## config.mk

```make
export PLATFORM = sky130hd
export DESIGN_NAME = axil_reg_bank
export DESIGN_NICKNAME = d
export VERILOG_FILES = /design/src/rtl/axil_reg_bank_pkg.sv /design/src/rtl/axil_irq_ctrl.sv /design/src/rtl/axil_reg_bank.sv
export SDC_FILE = /design/constraint.sdc
export NUM_CORES = 1
export LEC_CHECK = 0
export CAP_MARGIN = 20
export CORE_AREA = 2 2 164 166
export CTS_CLUSTER_DIAMETER = 120
export DETAILED_ROUTE_END_ITERATION = 16
export DIE_AREA = 0 0 166 168
export GPL_ROUTABILITY_DRIVEN = 1
export GPL_TIMING_DRIVEN = 0
export PLACE_DENSITY = 0.8
export SYNTH_ARGS = -nofsm -noshare
export SYNTH_HDL_FRONTEND = slang
export SYNTH_SLANG_ARGS = --single-unit
```

## constraint.sdc

```tcl
create_clock -name sys_clk -period 2.6 [get_ports sys_clk]
set_input_delay 0.52 -clock sys_clk [delete_from_list [all_inputs] [get_ports sys_clk]]
set_output_delay 0.52 -clock sys_clk [all_outputs]
set_load 0.005 [all_outputs]
```

## src/rtl/axil_reg_bank_pkg.sv

```systemverilog
// Shared constants, FSM state types and strobe helper for the AXI4-Lite register bank.
package axil_reg_bank_pkg;

  localparam logic [1:0] RESP_OKAY   = 2'b00;
  localparam logic [1:0] RESP_SLVERR = 2'b10;

  localparam int unsigned OFF_IRQ_STATUS = 0;
  localparam int unsigned OFF_IRQ_MASK   = 4;
  localparam int unsigned OFF_RW_BASE    = 8;

  typedef enum logic [1:0] {W_IDLE, W_ADDR, W_DATA, W_RESP} wr_state_t;
  typedef enum logic {R_IDLE, R_RESP} rd_state_t;

  function automatic logic [31:0] byte_mask(input logic [3:0] strb);
    logic [31:0] m;
    m = '0;
    for (int unsigned b = 0; b < 4; b++) m[8*b +: 8] = {8{strb[b]}};
    return m;
  endfunction

endpackage

```

## src/rtl/axil_irq_ctrl.sv

```systemverilog
// Edge-triggered interrupt capture with W1C status, mask and registered irq_out.
module axil_irq_ctrl #(
  parameter int unsigned NUM_IRQ = 8
) (
  input  logic               clk,
  input  logic               rst_n,
  input  logic [NUM_IRQ-1:0] irq_src,
  input  logic               status_we,
  input  logic               mask_we,
  input  logic [NUM_IRQ-1:0] wr_bits,
  input  logic [NUM_IRQ-1:0] wr_bmask,
  output logic [NUM_IRQ-1:0] status,
  output logic [NUM_IRQ-1:0] mask,
  output logic               irq_out
);

  logic [NUM_IRQ-1:0] irq_prev;
  logic [NUM_IRQ-1:0] rise;
  logic [NUM_IRQ-1:0] status_n;
  logic [NUM_IRQ-1:0] mask_n;

  // A new edge is OR-ed in after the clear so that set wins over W1C
  always_comb begin
    rise     = irq_src & ~irq_prev;
    status_n = (status & ~(status_we ? wr_bits : '0)) | rise;
    mask_n   = mask_we ? ((mask & ~wr_bmask) | wr_bits) : mask;
  end

  always_ff @(posedge clk or negedge rst_n) begin
    if (!rst_n) begin
      irq_prev <= '0;
      status   <= '0;
      mask     <= '0;
      irq_out  <= 1'b0;
    end else begin
      irq_prev <= irq_src;
      status   <= status_n;
      mask     <= mask_n;
      irq_out  <= |(status & mask);
    end
  end

endmodule

```

## src/rtl/axil_reg_bank.sv

```systemverilog
// AXI4-Lite slave with NUM_RW read-write, NUM_RO read-only registers and an interrupt block.
module axil_reg_bank
  import axil_reg_bank_pkg::*;
#(
  parameter int unsigned            ADDR_WIDTH = 32,
  parameter int unsigned            DATA_WIDTH = 32,
  parameter logic [ADDR_WIDTH-1:0]  BASE_ADDR  = 32'h43C0_0000,
  parameter int unsigned            NUM_RW     = 4,
  parameter int unsigned            NUM_RO     = 2,
  parameter int unsigned            NUM_IRQ    = 8
) (
  input  logic                    sys_clk,
  input  logic                    sys_resetn,
  input  logic [ADDR_WIDTH-1:0]   s_axi_awaddr,
  input  logic                    s_axi_awvalid,
  output logic                    s_axi_awready,
  input  logic [DATA_WIDTH-1:0]   s_axi_wdata,
  input  logic [DATA_WIDTH/8-1:0] s_axi_wstrb,
  input  logic                    s_axi_wvalid,
  output logic                    s_axi_wready,
  output logic [1:0]              s_axi_bresp,
  output logic                    s_axi_bvalid,
  input  logic                    s_axi_bready,
  input  logic [ADDR_WIDTH-1:0]   s_axi_araddr,
  input  logic                    s_axi_arvalid,
  output logic                    s_axi_arready,
  output logic [DATA_WIDTH-1:0]   s_axi_rdata,
  output logic [1:0]              s_axi_rresp,
  output logic                    s_axi_rvalid,
  input  logic                    s_axi_rready,
  output logic [NUM_RW*32-1:0]    rw_reg_out,
  input  logic [NUM_RO*32-1:0]    ro_reg_in,
  input  logic [NUM_IRQ-1:0]      irq_src,
  output logic                    irq_out
);

  localparam int unsigned WORD_STATUS = OFF_IRQ_STATUS / 4;
  localparam int unsigned WORD_MASK   = OFF_IRQ_MASK / 4;
  localparam int unsigned WORD_RW     = OFF_RW_BASE / 4;
  localparam int unsigned WORD_RO     = WORD_RW + NUM_RW;
  localparam int unsigned WORD_END    = WORD_RO + NUM_RO;

  // Addresses below BASE_ADDR wrap to a huge word index and fall out of the map
  function automatic logic [ADDR_WIDTH-1:0] word_index(input logic [ADDR_WIDTH-1:0] a);
    return (a - BASE_ADDR) >> 2;
  endfunction

  wr_state_t wr_state, wr_state_n;
  rd_state_t rd_state, rd_state_n;

  logic [ADDR_WIDTH-1:0]   aw_addr_q, wr_addr_eff, wr_word, rd_word;
  logic [DATA_WIDTH-1:0]   w_data_q, wr_data_eff, wr_bits, bm, rd_val;
  logic [DATA_WIDTH/8-1:0] w_strb_q, wr_strb_eff;
  logic [1:0]              rd_resp;
  logic                    wr_commit, wr_mapped, status_we, mask_we;
  logic [NUM_RW*32-1:0]    rw_regs;
  logic [NUM_IRQ-1:0]      irq_status, irq_mask;

  always_comb begin
    wr_state_n    = wr_state;
    s_axi_awready = 1'b0;
    s_axi_wready  = 1'b0;
    wr_commit     = 1'b0;
    wr_addr_eff   = aw_addr_q;
    wr_data_eff   = w_data_q;
    wr_strb_eff   = w_strb_q;
    case (wr_state)
      W_IDLE: begin
        s_axi_awready = 1'b1;
        s_axi_wready  = 1'b1;
        wr_addr_eff   = s_axi_awaddr;
        wr_data_eff   = s_axi_wdata;
        wr_strb_eff   = s_axi_wstrb;
        if (s_axi_awvalid && s_axi_wvalid) begin
          wr_commit  = 1'b1;
          wr_state_n = W_RESP;
        end else if (s_axi_awvalid) begin
          wr_state_n = W_ADDR;
        end else if (s_axi_wvalid) begin
          wr_state_n = W_DATA;
        end
      end
      W_ADDR: begin
        s_axi_wready = 1'b1;
        wr_data_eff  = s_axi_wdata;
        wr_strb_eff  = s_axi_wstrb;
        if (s_axi_wvalid) begin
          wr_commit  = 1'b1;
          wr_state_n = W_RESP;
        end
      end
      W_DATA: begin
        s_axi_awready = 1'b1;
        wr_addr_eff   = s_axi_awaddr;
        if (s_axi_awvalid) begin
          wr_commit  = 1'b1;
          wr_state_n = W_RESP;
        end
      end
      W_RESP: if (s_axi_bready) wr_state_n = W_IDLE;
      default: wr_state_n = W_IDLE;
    endcase
  end

  always_comb begin
    wr_word   = word_index(wr_addr_eff);
    wr_mapped = wr_word < ADDR_WIDTH'(WORD_RO);
    bm        = byte_mask(wr_strb_eff);
    wr_bits   = wr_data_eff & bm;
    status_we = wr_commit && (wr_word == ADDR_WIDTH'(WORD_STATUS));
    mask_we   = wr_commit && (wr_word == ADDR_WIDTH'(WORD_MASK));
  end

  assign s_axi_bvalid = (wr_state == W_RESP);

  always_ff @(posedge sys_clk or negedge sys_resetn) begin
    if (!sys_resetn) begin
      wr_state    <= W_IDLE;
      aw_addr_q   <= '0;
      w_data_q    <= '0;
      w_strb_q    <= '0;
      s_axi_bresp <= RESP_OKAY;
    end else begin
      wr_state <= wr_state_n;
      if (s_axi_awready && s_axi_awvalid) aw_addr_q <= s_axi_awaddr;
      if (s_axi_wready && s_axi_wvalid) begin
        w_data_q <= s_axi_wdata;
        w_strb_q <= s_axi_wstrb;
      end
      if (wr_commit) s_axi_bresp <= wr_mapped ? RESP_OKAY : RESP_SLVERR;
    end
  end

  for (genvar i = 0; i < NUM_RW; i++) begin : g_rw
    always_ff @(posedge sys_clk or negedge sys_resetn) begin
      if (!sys_resetn) rw_regs[32*i +: 32] <= '0;
      else if (wr_commit && (wr_word == ADDR_WIDTH'(WORD_RW + i)))
        rw_regs[32*i +: 32] <= (rw_regs[32*i +: 32] & ~bm) | wr_bits;
    end
  end

  assign rw_reg_out = rw_regs;

  always_comb begin
    rd_word = word_index(s_axi_araddr);
    rd_val  = '0;
    rd_resp = RESP_SLVERR;
    if (rd_word == ADDR_WIDTH'(WORD_STATUS)) begin
      rd_val  = 32'(irq_status);
      rd_resp = RESP_OKAY;
    end else if (rd_word == ADDR_WIDTH'(WORD_MASK)) begin
      rd_val  = 32'(irq_mask);
      rd_resp = RESP_OKAY;
    end
    for (int unsigned i = 0; i < NUM_RW; i++)
      if (rd_word == ADDR_WIDTH'(WORD_RW + i)) begin
        rd_val  = rw_regs[32*i +: 32];
        rd_resp = RESP_OKAY;
      end
    for (int unsigned j = 0; j < NUM_RO; j++)
      if (rd_word == ADDR_WIDTH'(WORD_RO + j) && rd_word < ADDR_WIDTH'(WORD_END)) begin
        rd_val  = ro_reg_in[32*j +: 32];
        rd_resp = RESP_OKAY;
      end
  end

  always_comb begin
    rd_state_n    = rd_state;
    s_axi_arready = (rd_state == R_IDLE);
    case (rd_state)
      R_IDLE:  if (s_axi_arvalid) rd_state_n = R_RESP;
      R_RESP:  if (s_axi_rready) rd_state_n = R_IDLE;
      default: rd_state_n = R_IDLE;
    endcase
  end

  assign s_axi_rvalid = (rd_state == R_RESP);

  always_ff @(posedge sys_clk or negedge sys_resetn) begin
    if (!sys_resetn) begin
      rd_state    <= R_IDLE;
      s_axi_rdata <= '0;
      s_axi_rresp <= RESP_OKAY;
    end else begin
      rd_state <= rd_state_n;
      if (rd_state == R_IDLE && s_axi_arvalid) begin
        s_axi_rdata <= rd_val;
        s_axi_rresp <= rd_resp;
      end
    end
  end

  axil_irq_ctrl #(.NUM_IRQ(NUM_IRQ)) u_irq (
    .clk       (sys_clk),
    .rst_n     (sys_resetn),
    .irq_src   (irq_src),
    .status_we (status_we),
    .mask_we   (mask_we),
    .wr_bits   (wr_bits[NUM_IRQ-1:0]),
    .wr_bmask  (bm[NUM_IRQ-1:0]),
    .status    (irq_status),
    .mask      (irq_mask),
    .irq_out   (irq_out)
  );

endmodule

```

# ---- Yosys cells after proc, flatten, opt, wreduce, memory -nomap -nowiden
# Index checks and enable logic that the tools add are counted.
dict set report word_totals {
  ff_bits 260
  in_bits 179
  output_inout_bits 170
  wordCells 115
}
dict set report classes {
  addsub 2
  magnitude_cmp 2
  eq_ne 19
  muxes 37
  n_bitwise 20
  reduce_logical 19
}
# operator n
set op_table {}
lappend op_table {{$mux 32} 8}
lappend op_table {{$eq 30x3->1 const B} 6}
lappend op_table {{$and 32x32->32} 5}
lappend op_table {{$or 32x32->32} 4}
lappend op_table {{$eq 30x2->1 const B} 4}
lappend op_table {{$logic_not 32->1} 2}
lappend op_table {{$sub 32x31->32 const B} 2}
lappend op_table {{$eq 30x1->1 const B} 2}
lappend op_table {{$and 8x8->8} 4}
lappend op_table {{$not 32->32} 1}
lappend op_table {{$lt 30x3->1 const B} 1}
lappend op_table {{$lt 30x4->1 const B} 1}
lappend op_table {{$mux 2} 15}
lappend op_table {{$mux 8} 3}
lappend op_table {{$not 8->8} 3}
lappend op_table {{$or 8x8->8} 2}
lappend op_table {{$logic_and 1x1->1} 12}
lappend op_table {{$pmux 2 s4} 1}
lappend op_table {{$reduce_or 8->1} 1}
lappend op_table {{$mux 1} 7}
lappend op_table {{$eq 2x2->1 const B} 2}
lappend op_table {{$mux 4} 1}
lappend op_table {{$ne 2x2->1 const B} 2}
lappend op_table {{$ne 4x4->1 const B} 1}
lappend op_table {{8 further kinds} 9}

# ---- Longest topological paths before layout
dict set report depth {
  word_depth 10
  ltp_mapped 11
  mapped_depth_nobuf 8
}

# ---- Cells and area by module
# A second synthesis with hierarchy kept.
dict set report unflattened {
  hier_cells 1117
  area_unflattened_um2 13051.3
}
# module n_inst cells_each area_each_um2 seq_area_each_um2
set by_module_without_submodules {}
lappend by_module_without_submodules {axil_reg_bank 1 1044 12122.9 5780.5}
lappend by_module_without_submodules {axil_irq_ctrl 1 73 928.4 625.6}

# ---- Least setup slack after synthesis
# No wires, ideal clock.
dict set report synth_path {
  path_type {register to register}
  startpoint {register wr_state[0]}
  endpoint {register (tool-made name)}
  setup_ns 0.125
  arrival_time_ns 2.269
  required_time_ns 2.475
  path_slack_ns 0.206
  path_stages_with_launch 11
  path_buffers 3
  synth_period_minus_slack_ns 2.394
  path_cell_list {dfrtp_1 > inv_1 > ha_1 > buf_6 > nor2_4 > nand4_1 > a221oi_2 > buf_6 > and4_1 > buf_4 > mux2_2}
}
# element line
set synth_rtl {}
lappend synth_rtl {{start, declared} axil_reg_bank.sv:48} ;# wr_state_t wr_state, wr_state_n;
lappend synth_rtl {{start signal, assigned} axil_reg_bank.sv:124} ;# wr_state <= wr_state_n;

==> impl_results.rst <==
.. list-table::
   :header-rows: 1

   * - Metric
     - Value
   * - Number of global-route vias before repair
     - 10,700
   * - Crit Path Class
     - reg2reg
   * - Worst-Skew Late Latency
     - 0.55 ns
   * - Violation count after the first detailed-route iteration
     - 691
   * - Reg-to-reg setup timing slack
     - -0.03 ns
   * - First-pass GRT wire length
     - 62.1 mm
   * - Violations in the final reports
     - negative setup slack
   * - Avg Inst Size Synth
     - 12.7 um^2
   * - Register area share after synthesis
     - 0.510
   * - Number of cells produced by synthesis
     - 987
   * - Leading post-synthesis cells by cell area
     - dfrtp_1 (51%), mux2_2 (25%), nand2_1 (2.6%)
   * - Power density normalized to cell area
     - 752 nW/um^2
   * - RSZ-0062 raised after global routing
     - yes
   * - Maximum vdd ir drop
     - 0.615 mV
   * - Buffer cell driving the clock tree root
     - clkbuf_16
   * - Core Area
     - 26,400 um^2
   * - Maximum fanout encountered on the critical timing path
     - 8
   * - Post-route DRC violation count
     - 0
   * - Weighted congestion at the end of routability-driven global placement
     - 0.865
   * - Placed cell areas
     - 16,500 um^2
   * - Filler Cell Count
     - 1,911
   * - LEAKAGE
     - 0.00805 uW
   * - Final worst clock skew
     - 0.0109 ns
   * - Standard-cell row count
     - 60
   * - HPWL after DPL
     - 29.4 mm
   * - Post-synth EDFFs
     - 0
   * - CP cell instances
     - inv_2 -> ha_4 -> buf_8 -> buf_4 -> nand2_1 -> a31o_2 -> a221oi_2 -> buf_6 -> buf_6 -> buf_6 -> nand4_4 -> mux2_4
   * - Startpoint kind of the worst setup timing path
     - flip-flop
   * - Share of async-settable or async-resettable flops after synthesis
     - 1.00
   * - Final number of max-transition violations
     - 0
   * - Via-to-Cell Ratio
     - 5.82
   * - FF/Latch Area
     - 6410 um^2
   * - Share of the clock period used by the worst path after layout
     - 1.01
   * - Area Overhead vs Synth
     - 43.9%
   * - Sum Neg Setup Slack
     - -0.120 ns
   * - Clock tree from TritonCTS
     - yes
   * - Maximum number of pins on one net before global-route repair
     - 100
   * - Number of I/O port buffers
     - 340
   * - Top cell types by occurrence after synthesis
     - mux2_2 (276), dfrtp_1 (256), nand2_1 (88), o21ai_0 (47), clkbuf_1 (31)
   * - Fraction of layout cells with a size suffix above 1
     - 0.315
   * - Number of iterations in the first detailed-routing pass
     - 5
   * - Hold_ws
     - 0.465 ns
   * - Worst hold-check path type
     - reg2reg
   * - Endpoints failing hold
     - 0
   * - Average wire per cell in the routed design
     - 23.6 um
   * - # Max-Cap Violations
     - 0
   * - Fin worst setup slack
     - -0.0348 ns
   * - Total global routing track utilization
     - 0.285
   * - Req. time, crit path
     - 3.03 ns
   * - Die area
     - 27,900 um^2
   * - Worst Tran Pin Value
     - 0.885 ns
   * - Finished layout cell area
     - 18,100 um^2
   * - Remaining antenna violation count after routing
     - 0
   * - Max clock buf depth
     - 3
   * - CTS Sinks
     - 256
   * - Post-synth cell types
     - 58
   * - Via Count
     - 10,300
   * - Number of flip-flops and latches in the synthesized netlist
     - 256
   * - Proportion of netlist area held by the largest area contributor
     - 0.510
   * - Max-slew headroom at the worst pin
     - 0.410
   * - Level count of the clock H-tree
     - 1
   * - Multi-input gate area in the final layout
     - 6030 um^2
   * - Time the worst path needs with I/O delays and setup
     - 2.63 ns
   * - Placed instance count
     - 1,671
   * - Endpoint type of the worst setup path
     - flip-flop
   * - Initial core utilization
     - 0.477
   * - Boundary Pins
     - 349
   * - Initial antenna violation count
     - 5
   * - Top_reg_cell synth
     - dfrtp_1
   * - Final non-filler cell total
     - 1,763
   * - Final wirelength
     - 41.6 mm
   * - Fraction of the core area covered by cells at the end of the flow
     - 0.686
   * - Number of setup violations in the final report
     - 9
   * - Cell with the largest stage delay on the worst path
     - dfrtp_1
   * - Startpoint of the worst setup timing path
     - wr_state[0]
   * - Floorplan die width
     - 166 um
   * - Highest Clock Rate
     - 0.380 GHz
   * - Total congestion overflow after global routing
     - 0
   * - Depth of the worst register-to-register path
     - 12
   * - Post-CTS clock slew at the launch and capture registers of the worst setup and hold paths
     - 0.06 ns
   * - Leading area contributor after synthesis
     - dfrtp_1
   * - CP most frequent cell
     - buf_6
   * - Launch point of the worst reg-to-reg path
     - wr_state[0]
   * - Die extent in y
     - 168 um
   * - Arrival @ worst endpoint
     - 3.07 ns
   * - Cell area after synthesis
     - 12,600 um^2
   * - Final Net Count
     - 1,579
   * - Most frequently used cell type in the post-synthesis netlist
     - mux2_2
   * - CTS buffer count
     - 28
   * - Yosys warnings
     - 0
   * - Result of the run
     - finished, violations left
   * - Longest individual stage delay on the worst path
     - 0.40 ns
routing by layer:
| metal | up-vias | global-route usage | wire, um |
|---|---|---|---|
| met3 | 118 | 0.0552 | 2710 |
| li1 | 4490 | - | - |
| met1 | 5208 | 0.364 | 16900 |
| met4 | 0 | 0.125 | 1890 |
| met5 | - | 0 | 0 |
| met2 | 444 | 0.477 | 20100 |
cell usage in the layout (no fill, tap or decap), drive strengths merged, types with 3 or more instances in the layout:
| cell type | count |
|---|---|
| nand2b | 3 |
| o21ai | 47 |
| nor2 | 20 |
| a221oi | 3 |
| nand2 | 88 |
| a21oi | 19 |
| ha | 4 |
| diode | 4 |
| mux2 | 282 |
| nor4 | 9 |
| mux2i | 14 |
| nand3b | 3 |
| nor4b | 7 |
| nand4 | 28 |
| clkbuf | 74 |
| inv | 21 |
| nand3 | 7 |
| clkinv | 8 |
| nor2b | 16 |
| nor3 | 9 |
| mux4 | 8 |
| o221ai | 22 |
| clkdlybuf4s50 | 336 |
| a31oi | 4 |
| a22o | 8 |
| a22oi | 6 |
| buf | 63 |
| dfrtp | 256 |
| o2111ai | 23 |
per-stage QoR:
step / total power (uW) / setup WS (ns)
2_1_floorplan: 7360 / 0.206
3_3_place_gp: 8570 / -9.93
3_5_place_dp: 8710 / -1.14
4_1_cts: 13300 / -0.0325
5_1_grt: 14100 / -0.151
6_report: 13600 / -0.0348
power breakdown:
group          internal (uW)  switching [uW]
Combinational           2230            2370
Clock                   2430            1640
Sequential              4570             357
layout make-up:
cell class                 instances  share of cell area
inverter                          21             0.00436
clock inverter                    11             0.00596
sequential                       256               0.355
antenna                            4            0.000554
multi-input combinational        653               0.334
timing repair buffer             380               0.211
buffer                            56              0.0194
tap                              341              0.0236
clock buffer                      41              0.0465
kinds of logic after synthesis:
kind of cell / Yosys count / synth area share
and+or+nand+nor: 200 / 0.0974
muxes: 304 / 0.278
adders and majority gates: 4 / 0.00399
other: 1 / 0.000299
buffers and inverters: 79 / 0.0287
DFF: 256 / 0.510
AOI/OAI and AO/OA: 141 / 0.0797
xor gates and xnor gates: 2 / 0.00140
critical path, delay by kind of cell, from the launching register on:
kind / cells / cell delay, ns
buf+inv: 6 / 0.75
compound gates: 2 / 0.57
flops: 1 / 0.40
mux: 1 / 0.37
simple gates: 2 / 0.29
fa+ha+maj: 1 / 0.14
repair_timing:
item / 4_1_cts / 5_1_grt
buffers inserted: 21 / 17
endpoints found under the hold margin: 39 / 0
gates resized for setup: 48 / 36
pin swaps: 6 / 13
hold buffers: 1 / 0
setup endpoints to repair: 174 / 178
worst min-delay path by stage:
stage / from / end / slack [ns] / cells past startpoint
2_1_floorplan: sys_resetn / asynchronous set/reset pin / 0.22 / 0
3_3_place_gp: s_axi_rdata[31] / s_axi_rdata[31] / 0.45 / 2
3_5_place_dp: s_axi_rdata[10] / s_axi_rdata[10] / 0.46 / 2
4_1_cts: irq_src[1] / u_irq.irq_prev[1] / 0.45 / 1
5_1_grt: irq_src[1] / u_irq.irq_prev[1] / 0.46 / 1
6_report: s_axi_rdata[10] / s_axi_rdata[10] / 0.47 / 2
(Power assumes the default switching activity.)
